`config.mk`:
```
export PLATFORM = sky130hd
export DESIGN_NAME = instruction_hazard_controller
export DESIGN_NICKNAME = d
export VERILOG_FILES = /design/src/rtl/hazard_pkg.sv /design/src/rtl/hazard_cmp.sv /design/src/rtl/instruction_hazard_controller.sv
export SDC_FILE = /design/constraint.sdc
export NUM_CORES = 1
export LEC_CHECK = 0
export ABC_CLOCK_PERIOD_IN_PS = 2900
export BUFFER_PORTS_ARGS = -buffer_cell sky130_fd_sc_hd__buf_4
export CAP_MARGIN = 40
export CORE_ASPECT_RATIO = 0.8
export CORE_UTILIZATION = 35
export DETAILED_ROUTE_END_ITERATION = 12
export PLACE_DENSITY = 0.73
export SKIP_CTS_REPAIR_TIMING = 1
export SLEW_MARGIN = 20
export SYNTH_ARGS = -nofsm -noshare
export SYNTH_HDL_FRONTEND = slang
export SYNTH_SLANG_ARGS = --single-unit
```
`constraint.sdc`:
```
create_clock -name clk -period 2.9 [get_ports clk]
set_input_delay 0.145 -clock clk [delete_from_list [all_inputs] [get_ports clk]]
set_output_delay 0.145 -clock clk [all_outputs]
set_load 0.02 [all_outputs]
```
`src/rtl/hazard_pkg.sv`:
```
// Shared definitions for the ID-stage hazard controller: FSM encodings and
// the hard-wired zero register index.
package hazard_pkg;

  typedef enum logic [1:0] {
    RUN    = 2'd0,
    STALL1 = 2'd1
  } state_e;

  localparam logic [4:0] REG_ZERO = 5'd0;

endpackage

```
`src/rtl/hazard_cmp.sv`:
```
// Compares one in-flight destination register against the ID sources.
// A destination of r0 never matches because r0 is never really written.
module hazard_cmp
  import hazard_pkg::*;
(
  input  logic [4:0] rw,
  input  logic [4:0] id_ra,
  input  logic [4:0] id_rb,
  input  logic       id_uses_rb,
  output logic       match
);

  logic nonzero_s;
  logic ra_hit_s;
  logic rb_hit_s;

  assign nonzero_s = (rw != REG_ZERO);
  assign ra_hit_s  = (rw == id_ra);
  assign rb_hit_s  = id_uses_rb & (rw == id_rb);
  assign match     = nonzero_s & (ra_hit_s | rb_hit_s);

endmodule

```
`src/rtl/instruction_hazard_controller.sv`:
```
// Detects load-use and branch-operand hazards in ID, stalls or flushes the
// front end, and counts stall cycles with a saturating counter.
module instruction_hazard_controller
  import hazard_pkg::*;
#(
  parameter int STALL_CNT_W = 16
) (
  input  logic                   clk,
  input  logic                   reset,
  input  logic                   id_valid,
  input  logic [4:0]             id_ra,
  input  logic [4:0]             id_rb,
  input  logic                   id_uses_rb,
  input  logic                   id_is_branch,
  input  logic                   branch_sel,
  input  logic [4:0]             ex_rw,
  input  logic                   ex_reg_write,
  input  logic                   ex_mem_read,
  input  logic [4:0]             mem_rw,
  input  logic                   mem_reg_write,
  input  logic                   mem_mem_read,
  output logic                   pc_write,
  output logic                   ifid_write,
  output logic                   ifid_flush,
  output logic                   idex_bubble,
  output logic [STALL_CNT_W-1:0] stall_cycles,
  output logic [1:0]             state
);

  localparam logic [STALL_CNT_W-1:0] CNT_MAX = {STALL_CNT_W{1'b1}};
  localparam logic [STALL_CNT_W-1:0] CNT_ONE = STALL_CNT_W'(1);

  logic [1:0]             state_r;
  logic [1:0]             state_nxt_s;
  logic [STALL_CNT_W-1:0] stall_cnt_r;
  logic                   ex_match_s;
  logic                   mem_match_s;
  logic                   h_lu_s;
  logic                   h_be_s;
  logic                   h_bm_s;
  logic                   h_bl_s;
  logic                   stall_s;

  hazard_cmp u_cmp_ex (
    .rw         (ex_rw),
    .id_ra      (id_ra),
    .id_rb      (id_rb),
    .id_uses_rb (id_uses_rb),
    .match      (ex_match_s)
  );

  hazard_cmp u_cmp_mem (
    .rw         (mem_rw),
    .id_ra      (id_ra),
    .id_rb      (id_rb),
    .id_uses_rb (id_uses_rb),
    .match      (mem_match_s)
  );

  // Hazard terms; a branch on a load still in EX needs a second stall cycle
  always_comb begin
    h_lu_s = id_valid & ex_mem_read & ex_reg_write & ex_match_s;
    h_be_s = id_valid & id_is_branch & ex_reg_write & ~ex_mem_read & ex_match_s;
    h_bm_s = id_valid & id_is_branch & mem_mem_read & mem_reg_write & mem_match_s;
    h_bl_s = id_is_branch & h_lu_s;
  end

  // Next state and stall decision; unknown encodings stall once and recover to RUN
  always_comb begin
    state_nxt_s = RUN;
    stall_s     = 1'b1;
    case (state_r)
      RUN: begin
        stall_s = h_lu_s | h_be_s | h_bm_s;
        if (h_bl_s) begin
          state_nxt_s = STALL1;
        end else begin
          state_nxt_s = RUN;
        end
      end
      STALL1: begin
        stall_s     = 1'b1;
        state_nxt_s = RUN;
      end
      default: begin
        stall_s     = 1'b1;
        state_nxt_s = RUN;
      end
    endcase
  end

  // Pipeline controls: reset beats stall, stall beats a taken-branch flush
  always_comb begin
    pc_write    = 1'b1;
    ifid_write  = 1'b1;
    ifid_flush  = 1'b0;
    idex_bubble = 1'b0;
    if (reset) begin
      pc_write    = 1'b0;
      ifid_write  = 1'b0;
      idex_bubble = 1'b1;
    end else if (stall_s) begin
      pc_write    = 1'b0;
      ifid_write  = 1'b0;
      idex_bubble = 1'b1;
    end else if (id_valid & id_is_branch & branch_sel) begin
      ifid_flush  = 1'b1;
    end else begin
      ifid_flush  = 1'b0;
    end
  end

  // State register and saturating stall-cycle counter
  always_ff @(posedge clk) begin
    if (reset) begin
      state_r     <= RUN;
      stall_cnt_r <= {STALL_CNT_W{1'b0}};
    end else begin
      state_r <= state_nxt_s;
      if (idex_bubble && (stall_cnt_r != CNT_MAX)) begin
        stall_cnt_r <= stall_cnt_r + CNT_ONE;
      end else begin
        stall_cnt_r <= stall_cnt_r;
      end
    end
  end

  assign stall_cycles = stall_cnt_r;
  assign state        = state_r;

endmodule
```
==> results of run 1 <==
-- cells by family after synthesis --
group | share of synthesized area [%]
XOR/XNOR | 15.0
multiplexers | 7.57
other | 0.307
AO/OA/AOI/OAI | 13.3
flip-flops | 27.8
adder cells (fa/ha/maj) | 1.02
AND/OR/NAND/NOR | 30.3
buffers and inverters | 4.61
-- stage by stage --
stage          cell area, µm²  total power [mW]  util, %  instances
2_1_floorplan            1220             0.315        -        149
3_3_place_gp             1600             0.368     50.1        232
3_5_place_dp             1600             0.369     50.1        232
4_1_cts                  1650             0.552     51.5        236
5_1_grt                  1650             0.569     51.5        236
6_report                 1650             0.544     51.5        236
-- layout make-up --
type	count	area, µm²
clock buffers	4	45.0
fillers	302	1550
inverters	3	11.3
multi-input cells	122	826
flip-flops and latches	17	340
well taps	40	50.0
repair buffers	50	375
-- registers in the layout (all words and copies together), names as in the netlist --
signal / count
stall_cycles: 16
state: 1
-- worst paths after layout --
check                                  end  slack (ps)  cells past startpoint
min                    state[0]$_SDFF_PP0_         140                      3
max           stall_cycles[3]$_SDFFE_PP0P_         460                      8
max reg2reg   stall_cycles[3]$_SDFFE_PP0P_         460                      8
min reg2reg  stall_cycles[12]$_SDFFE_PP0P_         540                      2
-- per-layer routing --
metal | track usage, % | vias up
met5 | 0 | -
met4 | 4.17 | 0
met3 | 3.96 | 5
met2 | 26.8 | 20
met1 | 22.1 | 495
li1 | - | 617
-- cells in the final DEF (no fill, tap or decap), types with 2 or more instances in the layout --
master	count
a21oi_1	9
a31o_2	6
and4_1	4
buf_4	50
clkbuf_8	3
dfxtp_1	17
inv_1	3
mux2_1	2
mux2_2	4
nand2_1	8
nand2b_1	2
nand3_1	7
nand4_1	8
nor2_1	22
nor2b_1	7
o22ai_1	2
or2b_1	2
xnor2_1	21
-- worst reg2reg max path, cell delays in order (launching register included) --
cell and delay [ps]:
dfxtp_1 400, ha_1 230, nand3_2 110, nor3_2 400
nand2_2 100, a31oi_1 210, o21ai_2 260, and4_1 310
mux2_1 300
-- power by group --
group,switching (mW),internal (mW),total [mW]
registers,0.00431,0.237,0.241
clock network,0.0831,0.0976,0.181
logic,0.0587,0.0637,0.122
total,0.146,0.398,0.544
==> metrics, run 1 <==
initial antenna violation count=0; # clock sinks=17; # IOs=52; Die Width=68.1 µm; Tmin final=2440 ps; Hold Crit Start=ex_mem_read; fin. max-slew vios=0; fin worst setup slack=464 ps; syn_nets=180; # rows=18; crit path DAT=2580 ps; Tcrit/Tclk final=84.0%; first-pass GRT wire length=4.57 mm; Netlist cell types=37; Starting Density=38.2%; via count=1137; port bufs=50; CP Launch Point=stall_cycles[0]$_SDFFE_PP0P_; Die H=54.9 µm; vias in the first global route=1053; clk buf depth=2; share of cells above drive strength 1=36.2%; CP cell instances=ha_1, nand3_2, nor3_2, nand2_2, a31oi_1, o21ai_2, and4_1, mux2_1; hold crit path type=input port to flop; Max transition margin=46.0%; MaxCap Viol Count=0; Crit path max-delay family=simple AND/OR/NAND/NOR gates; slowest stage delay, CP=400 ps; Synth Flop Type=dfxtp_1; worst path bufs/invs=0; DRT antenna net count=0; WL met3=118 µm; post-route setup TNS=0 ps; full die area=0.00373 mm²; Power Density=330 mW/mm²; drt wl/cell=11.6 µm; Setup violations, final=0; Ys Warns=0; hpwl dp=2.17 mm; Worst-Margin Slew=810 ps; Synth top cells by count=nor2_1, xnor2_1, dfxtp_1, a21oi_1; Worst Path Required=3040 ps; proportion of netlist area held by the largest area contributor=27.8%; Post-synth EDFFs=0; element type at the critical path end=flop; Syn Inst Count=149; Avg Inst Size Synth=8.20 µm²; Via density=4.82; number of remaining DRC errors=0; Hold Violations, Final=0; CP max-delay cell=dfxtp_1; Area Growth Syn to Fin=34.8%; Worst Clk Skew=4.29 ps; GRT Total Usage=16.6%; Leakage=0.683 nW; Clock H-tree levels=1; clock latency on the worst-skew pair=250 ps; TritonCTS buffer count=3; 1st-iter DRT viols=21; sequential share of the synthesized area=27.8%; WHS=140 ps; RSZ-0062 raised after global routing=no; pre-CTS setup slack=458 ps; peak supply drop=0.286 mV; largest net degree at the start of global routing=29; asr flop ratio synth=0%; CP Class=flop to flop; clock-pin slew on the worst setup and hold paths=70 ps; met2 wire length=1.17 mm; # diodes=0; DRT met1 WL=1.41 mm; Routability Congestion=0.799; Placeable Area=0.00320 mm²; Final #Nets=228; CTS tree=done; status=complete, no violations; CP Max Fanout=21; Remaining Overflow, GRT=0; most area-consuming cells after synthesis=dfxtp_1, xnor2_1, nor2_1; Synth Cell Area=0.00122 mm²; CP Launch Type=flop; FF+latch count, synth=17; RR Startpoint=stall_cycles[0]$_SDFFE_PP0P_; routed wire length=2.73 mm; Achievable Freq=411 MHz; Top Layer Used=met4; most frequent cell after synthesis=nor2_1; drt first pass iters=4; post-synth top area cell=dfxtp_1; root buffer cell=clkbuf_8
Note: power is estimated with default switching activity, not from simulation.
==> run 2, diff against run 1 <==
- ABC_CLOCK_PERIOD_IN_PS: 2900 -> 2000
- PLACE_DENSITY: 0.73 -> 0.75
- clock period: 2.9 -> 2 ns (I/O delays scaled with it)
==> run 2 against run 1 <==
Effect of this change:
- worst setup slack got worse by 430 ps
- combinational power rose by 78%
- power rose by 53%
- wire length rose by 27%
- first-iteration DRC count rose by 57%
- via count rose by 17%
- maximum frequency rose by 24%
- clock skew barely moved
- count of clock-buffer cells in the layout fell by 1
- clock power rose by 46%
- flip-flop and latch count did not move
- non-clock buffer count rose by 25
- critical path type unchanged
- highest routed layer unchanged
==> metrics, run 2 (synthesized netlist as in run 1, its figures left out) <==
full die area=0.00373 mm²; Crit path max-delay family=compound AO/OA/AOI/OAI gates; via count=1329; worst path bufs/invs=1; hold path cells=3; slowest stage delay, CP=350 ps; number of remaining DRC errors=0; Reg2Reg Depth=9; clk buf depth=2; clock latency on the worst-skew pair=260 ps; status=complete, no violations; drt wl/cell=13.2 µm; Worst path depth=9; # diodes=0; Worst Clk Skew=4.09 ps; WHS=113 ps; Placeable Area=0.00320 mm²; r2r endpoint=stall_cycles[11]$_SDFFE_PP0P_; RR Startpoint=stall_cycles[1]$_SDFFE_PP0P_; Tcrit/Tclk final=98.5%; root buffer cell=clkbuf_8; Hold Violations, Final=0; max reg flops=16; Setup violations, final=0; Tmin final=1970 ps; Area Growth Syn to Fin=56.7%; Hold Crit Start=ex_mem_read; 1st-iter DRT viols=33; CP Class=flop to flop; initial antenna violation count=0; first-pass GRT wire length=4.90 mm; most frequent cells in the layout=buf_4, nor2_1, xnor2_1; TritonCTS buffer count=3; share of cells above drive strength 1=47.7%; Clock H-tree levels=1; Finished Core Util=59.9%; fin. max-slew vios=0; CP Launch Type=flop; Via density=5.07; MaxCap Viol Count=0; CP Max Fanout=8; DRT antenna net count=0; CTS tree=done; # clock sinks=17; port bufs=50; r2r setup slk=30 ps; CP max-delay cell=dfxtp_2; Remaining Overflow, GRT=0; Power Density=434 mW/mm²; Leakage=0.847 nW; CP cell instances=ha_4, nand3_4, nor3_4, a21oi_1, a31oi_4, o21ai_4, buf_6, nand4_1, mux2_4; hold crit path type=input port to flop; vias in the first global route=1118; largest net degree at the start of global routing=27; # rows=18; crit path DAT=2120 ps; peak supply drop=0.360 mV; Starting Density=38.2%; Final #Nets=254; Die Width=68.1 µm; Worst Path Required=2150 ps; commonest non-fill, non-tap cell in the layout=buf_4; Die H=54.9 µm; Achievable Freq=508 MHz; # IOs=52; Hold Path End=state[0]$_SDFF_PP0_; element type at the critical path end=flop; Routability Congestion=0.820; GRT Total Usage=17.7%; hpwl dp=2.53 mm; routed wire length=3.46 mm; clock-pin slew on the worst setup and hold paths=70 ps; drt first pass iters=4; Fillers=284
-- run 2: worst max path at each step --
stage	from	end
after floorplan	stall_cycles[0]$_SDFFE_PP0P_	stall_cycles[4]$_SDFFE_PP0P_
after global placement	ex_rw[0]	stall_cycles[11]$_SDFFE_PP0P_
after detailed placement	stall_cycles[0]$_SDFFE_PP0P_	stall_cycles[11]$_SDFFE_PP0P_
after CTS	stall_cycles[0]$_SDFFE_PP0P_	stall_cycles[11]$_SDFFE_PP0P_
after global routing	stall_cycles[0]$_SDFFE_PP0P_	stall_cycles[8]$_SDFFE_PP0P_
final	stall_cycles[1]$_SDFFE_PP0P_	stall_cycles[11]$_SDFFE_PP0P_
-- run 2: layout make-up --
cell class,instances,area (µm²),share of cell area [%]
inverters,3,11.3,0.588
clock buffers,3,41.3,2.16
clock inverters,1,5.00,0.261
repair buffers,75,567,29.6
well taps,40,50.0,2.61
flip-flops and latches,17,347,18.1
multi-input cells,123,895,46.7
-- run 2: tightest hold or removal path: stages --
cell	delay, ps
buf_4	120
nand3_1	60
nor2_1	40
-- run 2: power breakdown --
part	switching (mW)	internal, mW	total (mW)
registers	0.00502	0.344	0.349
clock network	0.126	0.139	0.265
logic	0.102	0.115	0.217
-- run 2: through the flow --
step	TNS, ps	worst slack (ps)	total power [mW]	instance area (µm²)	instances
final	0	30.6	0.831	1920	262
after detailed placement	-15.4	-15.4	0.553	1770	253
after global routing	-213	-53.7	0.865	1920	262
after CTS	-11.5	-11.5	0.812	1820	257
after floorplan	0	13.4	0.458	1230	149
after global placement	0	57.9	0.548	1770	253
-- run 2: routing by layer --
| metal | global-route usage (%) | wire length (µm) | vias up |
|---|---|---|---|
| li1 | - | - | 672 |
| met1 | 22.7 | 1540 | 619 |
| met2 | 30.4 | 1750 | 33 |
| met3 | 4.38 | 157 | 5 |
| met4 | 3.13 | 20 | 0 |
| met5 | 0 | 0 | - |
==> run 3, diff against run 2 <==
- SYNTH_HIERARCHICAL: not set -> 1
==> run 3 against run 2 <==
Effect of this change:
- critical path depth is 2 higher
- power fell by 2.0%
- cell count decreased by 2.7%
- maximum frequency fell by 0.11%
- clock skew is 1.2 ps lower
- worst setup slack worse by 2.2 ps
- synthesized cell count down 4.0%
- largest power group unchanged
- highest routed layer unchanged
==> metrics, run 3 <==
status=complete, no violations; largest net degree at the start of global routing=20; post-synth top area cell=dfxtp_1; GRT Total Usage=16.1%; sequential share of the synthesized area=26.9%; Hold Violations, Final=0; # IOs=52; drt first pass iters=4; most area-consuming cells after synthesis=dfxtp_1, xnor2_1, xor2_1; first-pass GRT wire length=5.03 mm; hold path cells=2; # rows=19; max reg flops=16; slowest stage delay, CP=310 ps; cell mode on critical path=nand3_1; via count=1274; proportion of netlist area held by the largest area contributor=26.9%; r2r endpoint=stall_cycles[7]$_SDFFE_PP0P_; asr flop ratio synth=0%; # diodes=0; hpwl dp=2.52 mm; CP Class=input port to flop; Ys Warns=6; MaxCap Viol Count=0; final design area excluding fillers=0.00199 mm²; CTS tree=done; Die H=55.8 µm; Synth Cell Area=0.00127 mm²; syn_nets=174; Synth Flop Type=dfxtp_1; Via density=5.00; Avg Inst Size Synth=8.86 µm²; Achievable Freq=507 MHz; clk buf depth=2; Setup violations, final=0; most frequent cell after synthesis=nor2_1; post-route setup TNS=0 ps; number of remaining DRC errors=0; Starting Density=36.8%; Syn Inst Count=143; CP max-delay cell=o221a_4; Tmin final=1970 ps; # clock sinks=17; initial antenna violation count=0; Die Width=69.3 µm; drt wl/cell=13.5 µm; Leakage=0.784 nW; RR Startpoint=stall_cycles[0]$_SDFFE_PP0P_; Reg2Reg Depth=7; CP Launch Type=input port; Hold Path End=stall_cycles[5]$_SDFFE_PP0P_; Tcrit/Tclk final=98.6%; full die area=0.00387 mm²; vias in the first global route=1100; routed wire length=3.45 mm; most frequent cells in the layout=buf_4, nor2_1, xnor2_1, dfxtp_1, xor2_1; FF+latch count, synth=17; commonest non-fill, non-tap cell in the layout=buf_4; peak supply drop=0.362 mV; fin. max-slew vios=0; Synth top cells by count=nor2_1, xnor2_1, dfxtp_1, xor2_1, nand2_1; Worst Path Required=2140 ps; Post-synth EDFFs=0; TritonCTS buffer count=3; Placeable Area=0.00345 mm²; Worst Clk Skew=2.86 ps; CP Max Fanout=5; Final #Nets=245; dpl cell area=0.00177 mm²; Fillers=297; hold crit path type=input port to flop; Area Growth Syn to Fin=57.1%; Remaining Overflow, GRT=0; crit path DAT=2120 ps; RSZ-0062 raised after global routing=yes; Netlist cell types=36; element type at the critical path end=flop; clock latency on the worst-skew pair=250 ps; Crit path max-delay family=compound AO/OA/AOI/OAI gates; port bufs=50; Power Density=409 mW/mm²; Hold Crit Start=reset; Routability Congestion=0.855; worst path bufs/invs=2; r2r setup slk=170 ps; share of cells above drive strength 1=47.9%; CP cell instances=buf_4, xor2_1, nor4_2, nand3_1, a21oi_2, nand3_1, o221a_4, buf_6, a211oi_4, a21oi_1, a31o_2; clock-pin slew on the worst setup and hold paths=60 ps; DRT antenna net count=0; Pwr Total=0.814 mW; 1st-iter DRT viols=75; Clock H-tree levels=1; root buffer cell=clkbuf_8
==> run 3: report_power, final <==
| group | internal [mW] | switching [mW] | total, mW |
|---|---|---|---|
| registers | 0.344 | 0.00594 | 0.349 |
| logic | 0.114 | 0.101 | 0.215 |
| clock network | 0.141 | 0.109 | 0.250 |
| total | 0.598 | 0.216 | 0.814 |
==> run 3: logic make-up after synthesis <==
family	synth area share [%]
XOR/XNOR	22.1
multiplexers	0.790
other	0.296
flip-flops	26.9
AND/OR/NAND/NOR	29.5
adder cells (fa/ha/maj)	0.987
buffers and inverters	5.82
AO/OA/AOI/OAI	13.6
==> run 3: final cells by class <==
type	instances	area (µm²)	area share [%]
timing repair buffer	73	574	28.8
multi-input combinational	116	967	48.6
clock buffer	4	45.0	2.26
tap	42	52.6	2.64
inverter	3	11.3	0.566
sequential	17	340	17.1
==> run 3: layer usage <==
metal | vias up | global-route usage (%) | wire length (µm)
li1 | 645 | - | -
met1 | 597 | 23.0 | 1640
met2 | 26 | 24.7 | 1630
met3 | 6 | 4.35 | 112
met4 | 0 | 2.62 | 55
met5 | - | 0 | 0
==> run 3: worst max-delay path by stage <==
stage | from | slack, ps | cells after the start | endpoint
after floorplan | mem_rw[0] | 40 | 8 | ifid_flush
after global placement | ex_rw[1] | -150 | 9 | stall_cycles[10]$_SDFFE_PP0P_
after detailed placement | mem_rw[3] | -220 | 10 | stall_cycles[14]$_SDFFE_PP0P_
after CTS | mem_rw[3] | -150 | 11 | ifid_flush
after global routing | ex_rw[3] | -100 | 11 | stall_cycles[9]$_SDFFE_PP0P_
final | ex_rw[3] | 30 | 11 | stall_cycles[9]$_SDFFE_PP0P_
==> run 3: stage by stage <==
stage                     instances  worst slack [ps]  utilization [%]  hold slack [ps]
final                           255              28.4             57.7              162
after global routing            255              -103             57.7              175
after CTS                       249              -151             52.6              165
after detailed placement        245              -223             51.3              430
after global placement          245              -149             51.3              426
after floorplan                 143              44.0                -              274
